==> src/rtl/dmem_stall_ctrl.sv <==
// dmem_stall_ctrl: sequences EX/MEM data-memory accesses over req/ack,
// freezing the pipeline and bounding each access with a timeout.
// Optional stall-cycle counter port: define DMEM_STALL_CNT_EN.
module dmem_stall_ctrl #(
  parameter int ADDR_W  = 32,
  parameter int DATA_W  = 32,
  parameter int TIMEOUT = 16
) (
  input  logic              clk_i,
  input  logic              rst_i,
  input  logic              mem_read_i,
  input  logic              mem_write_i,
  input  logic [ADDR_W-1:0] addr_i,
  input  logic [DATA_W-1:0] wdata_i,
  output logic              mem_req_o,
  output logic              mem_we_o,
  output logic [ADDR_W-1:0] mem_addr_o,
  output logic [DATA_W-1:0] mem_wdata_o,
  input  logic              mem_ack_i,
  input  logic [DATA_W-1:0] mem_rdata_i,
  output logic              stall_o,
  output logic [DATA_W-1:0] rdata_o,
  output logic              rdata_valid_o,
`ifdef DMEM_STALL_CNT_EN
  output logic [31:0]       stall_cnt_o,
`endif
  output logic              err_o
);

  typedef enum logic [1:0] {
    IDLE = 2'd0,
    BUSY = 2'd1,
    DONE = 2'd2
  } state_t;

  localparam logic [15:0] CNT_LAST = 16'(TIMEOUT - 1);

  state_t      state;
  state_t      state_nxt;
  logic [15:0] cnt;
  logic        access;
  logic        timeout_hit;

  assign access      = mem_read_i | mem_write_i;
  assign timeout_hit = (cnt == CNT_LAST);

  // State register; reset abandons any in-flight access.
  always_ff @(posedge clk_i or posedge rst_i) begin
    if (rst_i) state <= IDLE;
    else       state <= state_nxt;
  end

  // Next state: DONE never samples access, so a retiring op cannot retrigger.
  always_comb begin
    state_nxt = state;
    unique case (state)
      IDLE:    if (access) state_nxt = BUSY;
      BUSY:    if (mem_ack_i || timeout_hit) state_nxt = DONE;
      DONE:    state_nxt = IDLE;
      default: state_nxt = IDLE;
    endcase
  end

  // Freeze the pipeline from the first access cycle until DONE.
  always_comb begin
    stall_o = 1'b0;
    unique case (state)
      IDLE:    stall_o = access;
      BUSY:    stall_o = 1'b1;
      default: stall_o = 1'b0;
    endcase
  end

  // Request, latched access fields, read-data return and sticky error.
  always_ff @(posedge clk_i or posedge rst_i) begin
    if (rst_i) begin
      mem_req_o     <= 1'b0;
      mem_we_o      <= 1'b0;
      mem_addr_o    <= '0;
      mem_wdata_o   <= '0;
      rdata_o       <= '0;
      rdata_valid_o <= 1'b0;
      err_o         <= 1'b0;
      cnt           <= '0;
    end else begin
      mem_req_o     <= (state_nxt == BUSY);
      rdata_valid_o <= 1'b0;
      unique case (state)
        IDLE: begin
          if (access) begin
            mem_addr_o  <= addr_i;
            mem_wdata_o <= wdata_i;
            mem_we_o    <= mem_write_i;
            cnt         <= '0;
          end
        end
        BUSY: begin
          if (mem_ack_i) begin
            if (!mem_we_o) begin
              rdata_o       <= mem_rdata_i;
              rdata_valid_o <= 1'b1;
            end
          end else if (timeout_hit) begin
            err_o <= 1'b1;
            if (!mem_we_o) begin
              rdata_o       <= '0;
              rdata_valid_o <= 1'b1;
            end
          end else begin
            cnt <= cnt + 16'd1;
          end
        end
        default: ;
      endcase
    end
  end

`ifdef DMEM_STALL_CNT_EN
  // Saturating count of frozen cycles.
  always_ff @(posedge clk_i or posedge rst_i) begin
    if (rst_i)
      stall_cnt_o <= '0;
    else if (stall_o && (stall_cnt_o != 32'hFFFF_FFFF))
      stall_cnt_o <= stall_cnt_o + 32'd1;
  end
`endif

endmodule

==> config.mk <==
export PLATFORM = sky130hd
export DESIGN_NAME = dmem_stall_ctrl
export DESIGN_NICKNAME = d
export VERILOG_FILES = /design/src/rtl/dmem_stall_ctrl.sv
export SDC_FILE = /design/constraint.sdc
export NUM_CORES = 1
export LEC_CHECK = 0
export BUFFER_PORTS_ARGS = -buffer_cell sky130_fd_sc_hd__buf_4
export CAP_MARGIN = 20
export CELL_PAD_IN_SITES_DETAIL_PLACEMENT = 1
export CELL_PAD_IN_SITES_GLOBAL_PLACEMENT = 1
export CORE_MARGIN = 4
export CORE_UTILIZATION = 33
export DETAILED_ROUTE_END_ITERATION = 16
export HOLD_SLACK_MARGIN = 0.12
export PLACE_DENSITY = 0.81
export REMOVE_ABC_BUFFERS = 1
export SLEW_MARGIN = 20
export SYNTH_ARGS = -nofsm -noshare
export SYNTH_HDL_FRONTEND = slang
export SYNTH_SLANG_ARGS = --single-unit
==> constraint.sdc <==
create_clock -name clk_i -period 3.95 [get_ports clk_i]
set_input_delay 0.5925 -clock clk_i [delete_from_list [all_inputs] [get_ports clk_i]]
set_output_delay 0.5925 -clock clk_i [all_outputs]
set_load 0.005 [all_outputs]
==> results of run 1 <==
## area by class of cell
type | count | area [um2]
Clock inverter | 10 | 80.1
Timing Repair Buffer | 203 | 1540
Sequential cell | 118 | 2950
Multi-Input combinational cell | 189 | 1670
Tap cell | 180 | 225
Inverter | 5 | 21.3
Fill cell | 1461 | 7030
Clock buffer | 21 | 470
## per-stage QoR
stage	std cells	setup TNS (ps)
2_1_floorplan	312	-127790
3_3_place_gp	695	0
3_5_place_dp	695	0
4_1_cts	726	0
5_1_grt	726	0
6_report	726	0
## power breakdown
group	internal, W	switching [W]	total (W)
Sequential	0.00172	0.000302	0.00202
Clock	0.000900	0.000516	0.00142
Combinational	0.00109	0.000663	0.00175
## metal layers
layer  wire length (um)  GRT usage  vias up
met1               5390      0.196     1857
met3                923     0.0479       29
li1                   -          -     1659
met5                  0          0        -
met2               7120      0.288      134
met4                343     0.0762        0
## worst max-delay path, stage by stage (launching register included)
cell and delay, ps:
dfrtp_1 460, or4_4 600, nor4_4 480, o211ai_4 380, a22o_1 310
## layout by cell type (no fill, tap or decap), drive strengths merged, types with 3 or more instances in the layout
cell type,netlist,routed
buf,8,203
dfrtp,118,118
mux2,65,65
a22o,32,32
o31ai,23,23
clkbuf,17,21
nor2,9,9
clkinv,0,7
nand2,6,6
nand3,6,6
nand4,5,5
inv,5,5
o21ai,5,5
a31oi,4,4
and3,4,4
and4,3,3
or4,3,3
a41oi,3,3
## kinds of logic (layout without fill, tap and decap cells)
family / Yosys count / count (layout) / synth area share
flops: 118 / 118 / 0.620
compound gates: 77 / 77 / 0.129
simple gates: 46 / 46 / 0.0626
fa+ha+maj: 1 / 1 / 0.00263
mux: 65 / 65 / 0.154
buf+inv: 30 / 239 / 0.0313
## sequential cells by signal (all words and copies together), names as in the netlist
register,flops
mem_addr_o,32
mem_req_o,1
state,2
rdata_o,32
rdata_valid_o,1
cnt,16
err_o,1
mem_wdata_o,32
mem_we_o,1
## path summary, 6_finish.rpt
kind / from / end / cells past startpoint
max in group asynchronous: rst_i / mem_addr_o[7] / 3
setup reg to reg: cnt[8] / rdata_o[6] / 4
setup / recovery: cnt[8] / rdata_o[6] / 4
hold reg to reg: err_o / err_o / 1
hold / removal: rst_i / mem_addr_o[3] / 2
min in group clk_i: mem_rdata_i[23] / rdata_o[23] / 2
==> run metrics, run 1 <==
flop2flop setup slack=1590 ps; Yosys top cell by area=dfrtp_1; fraction of layout cells with a size suffix above 1=0.564; First DRT Iteration DRCs=165; P per Cell Area=745 nW/um2; # resized after CTS=0; Synth Flop Type=dfrtp_1; Final setup viols=0; vias in the first global route=3985; Area Overhead vs Synth=46.2%; hold_buf cts=0; CP Class=reg2reg; Avg Cell Area, Syn=14.1 um2; Clock H-tree levels=4; Worst Hold Class=in2async; top cells by area, synth=dfrtp_1, mux2_2, a22o_1; DRC viols=0; total CTS buffers=17; HPWL after DPL=9880 um; Final period util=0.597; RePlAce Congestion=0.768; status=finished clean; die width=128 um; ant diodes=0; Yosys warning count=0; Post-synth top cells=dfrtp_1, mux2_2, a22o_1; Final WS setup=1590 ps; most frequent cell after synthesis=dfrtp_1; Clock transition at path regs=50 ps; antenna-violating nets left=0; Die Span Y=128 um; relative slew slack=0.367; Yosys cell types=35; Crit path arrival time=2650 ps; fin. max-slew vios=0; Tot GR Track Use=0.168; via density per instance=5.07; area share of the leading cell type in the synthesized netlist=0.620; EDFF count, synth=0; final instance area=6960 um2; Final #Nets=636; peak supply drop=0.290 mV; first-pass GRT wire length=21700 um; Starting Density=0.340; Final Hold Viols=0; largest net degree at the start of global routing=65; Setup crit end kind=flop; Placed Area=6400 um2; Detailed Route WL=13800 um; Async SR Flop Fraction=1.00; clk sinks=118; Worst-Margin Slew=943 ps; WP data required=4240 ps; gr ovfl total=0; clock buffer depth=2; Total Power=0.00518 W; post-synthesis register bit count=118; total number of vias=3679; Row Count=43; post-layout min period=2360 ps; post-synthesis sequential area ratio=0.620; Clk Latency, worst-skew pair=410 ps; Buffers on Ports=201; fmax=424 MHz; First-pass DRT Iterations=4; CTS tree=done; crit path max fanout=33; leakage power=3.35 nW; core footprint=14000 um2; root buffer cell=clkbuf_16; skew final=9.57 ps; MaxCap Viol Count=0; Synth Instances=337; Synth Cell Area=4760 um2; post-CTS setup buffer count=0; die area=16400 um2; CP Launch Type=flop; final core area utilization=0.497; Fin Hold WS=331 ps; post-place setup slack=1580 ps; RSZ-0062 raised after global routing=false; IO Pins=202; Wirelength per Cell=19.0 um; initial antenna violation count=0
(Power assumes the default switching activity.)
==> inputs of run 2 (changes only) <==
Clock period 3.95 ns to 2 ns, I/O delays scaled along.
==> run metrics, run 2 (same netlist as run 1, synthesis figures left out) <==
Final WS setup=-18.4 ps (was 1590 ps); clock buffer depth=2 (unchanged); root buffer cell=clkbuf_16 (unchanged); DRC viols=0 (unchanged); Starting Density=0.340 (unchanged); Area Overhead vs Synth=70.1% (was 46.2%); worst r2r src=cnt[12] (was cnt[8]); largest net degree at the start of global routing=60 (was 65); post-place setup slack=-5.60 ps (was 1580 ps); die area=16400 um2 (unchanged); die width=128 um (unchanged); RSZ-0062 raised after global routing=true (was false); multi-input logic area=1690 um2 (was 1670 um2); post-layout min period=2020 ps (was 2360 ps); status=complete, but fails checks (was finished clean); Clk Latency, worst-skew pair=410 ps (about the same); Worst Hold Class=in2reg (was in2async); hold path start=wdata_i[4]; fraction of layout cells with a size suffix above 1=0.512 (was 0.564); Placed Area=6590 um2 (was 6400 um2); antenna-violating nets left=0 (unchanged); First-pass DRT Iterations=4 (unchanged); commonest non-fill, non-tap cell in the layout=buf_4 (unchanged); First DRT Iteration DRCs=202 (was 165); Final setup viols=2 (was 0); first-pass GRT wire length=26800 um (was 21700 um); peak supply drop=0.620 mV (was 0.290 mV); IO Pins=202 (unchanged); Worst-Margin Slew=682 ps (was 943 ps); core footprint=14000 um2 (unchanged); RePlAce Congestion=0.824 (was 0.768); violated checks=setup timing; CP Launch Type=flop (unchanged); Total Power=0.0113 W (was 0.00518 W); CP startpoint=cnt[12] (was cnt[8]); Fin Hold WS=132 ps (was 331 ps); Die Span Y=128 um (unchanged); final instance area=8100 um2 (was 6960 um2); Clock transition at path regs=60 ps (was 50 ps); Final Hold Viols=0 (unchanged); gr ovfl total=0 (unchanged); sequential cell area=2950 um2 (unchanged); most frequent cells in the layout=buf_4, dfrtp_1, dlygate4sd3_1 (was buf_4, dfrtp_1, mux2_2); Final period util=1.01 (was 0.597); total number of vias=4250 (was 3679); Filler Cells Inserted=1402 (was 1461); clk sinks=118 (unchanged); total CTS buffers=17 (unchanged); Buffers on Ports=201 (unchanged); ant diodes=0 (unchanged); Tot GR Track Use=0.212 (was 0.168); HPWL after DPL=10400 um (was 9880 um); CTS tree=done (unchanged); MaxCap Viol Count=0 (unchanged); Crit path arrival time=2300 ps (was 2650 ps); relative slew slack=0.546 (was 0.367); Detailed Route WL=18000 um (was 13800 um); largest registers=mem_addr_o x32, mem_wdata_o x32, rdata_o x32 (unchanged); Row Count=43 (unchanged); skew final=10.5 ps (was 9.57 ps); P per Cell Area=1390 nW/um2 (was 745 nW/um2); fmax=495 MHz (was 424 MHz); vias in the first global route=4752 (was 3985); initial antenna violation count=0 (unchanged); Wirelength per Cell=21.6 um (was 19.0 um); Setup crit end kind=flop (unchanged); Reg2Reg Depth=5 (was 4); Clock H-tree levels=4 (unchanged); WP data required=2290 ps (was 4240 ps); CP Class=reg2reg (unchanged); leakage power=3.88 nW (was 3.35 nW); WHS Path Cells=2; Final #Nets=740 (was 636); fin. max-slew vios=0 (unchanged); via density per instance=5.11 (was 5.07); crit path max fanout=17 (was 33)
==> run 2: path summary, 6_finish.rpt <==
path	endpoint	slack [ps]
max	rdata_o[1]	-20
min	mem_wdata_o[4]	130
max reg2reg	rdata_o[1]	-20
min reg2reg	err_o	470
max in group asynchronous	mem_wdata_o[28]	780
min in group asynchronous	rdata_o[30]	510
==> run 2: layout make-up <==
| class | instances | area share |
|---|---|---|
| Inverter | 5 | 0.00263 |
| Multi-Input combinational cell | 190 | 0.208 |
| Clock buffer | 23 | 0.0578 |
| Timing Repair Buffer | 306 | 0.317 |
| Clock inverter | 9 | 0.0213 |
| Sequential cell | 118 | 0.365 |
| Tap cell | 180 | 0.0278 |
==> run 2: worst max-delay path: stages, from the launching register on <==
cell and delay, ps:
dfrtp_1 380, or4_4 580, nor4_4 370, o211ai_4 160
buf_12 190, a22o_1 210
==> run 2: power by group <==
part / internal (W) / total, W / switching (W)
registers: 0.00339 / 0.00406 / 0.000672
logic: 0.00235 / 0.00387 / 0.00153
clock network: 0.00227 / 0.00334 / 0.00107
total: 0.00801 / 0.0113 / 0.00327
==> run 2: metrics by stage <==
| step | TNS, ps | util | instances |
|---|---|---|---|
| after floorplan | -406120 | - | 312 |
| after global placement | 0 | 0.471 | 714 |
| after detailed placement | -5.60 | 0.471 | 714 |
| after CTS | -0.0697 | 0.570 | 820 |
| after global routing | -1370 | 0.579 | 831 |
| final | -23.7 | 0.579 | 831 |
==> run 2: layer usage <==
layer / global-route usage / vias to the layer above / share of wire
li1: - / 1866 / -
met1: 0.230 / 2167 / 0.37
met2: 0.396 / 173 / 0.55
met3: 0.0525 / 44 / 0.054
met4: 0.0805 / 0 / 0.031
met5: 0 / - / 0
==> run 2: what timing repair did <==
action	in CTS	in global routing
hold buffers	74	3
cloned	0	3
buffers inserted	0	5
setup endpoints to repair	5	37
pin swaps	1	3
resized for setup	1	3
hold endpoints to repair	108	3
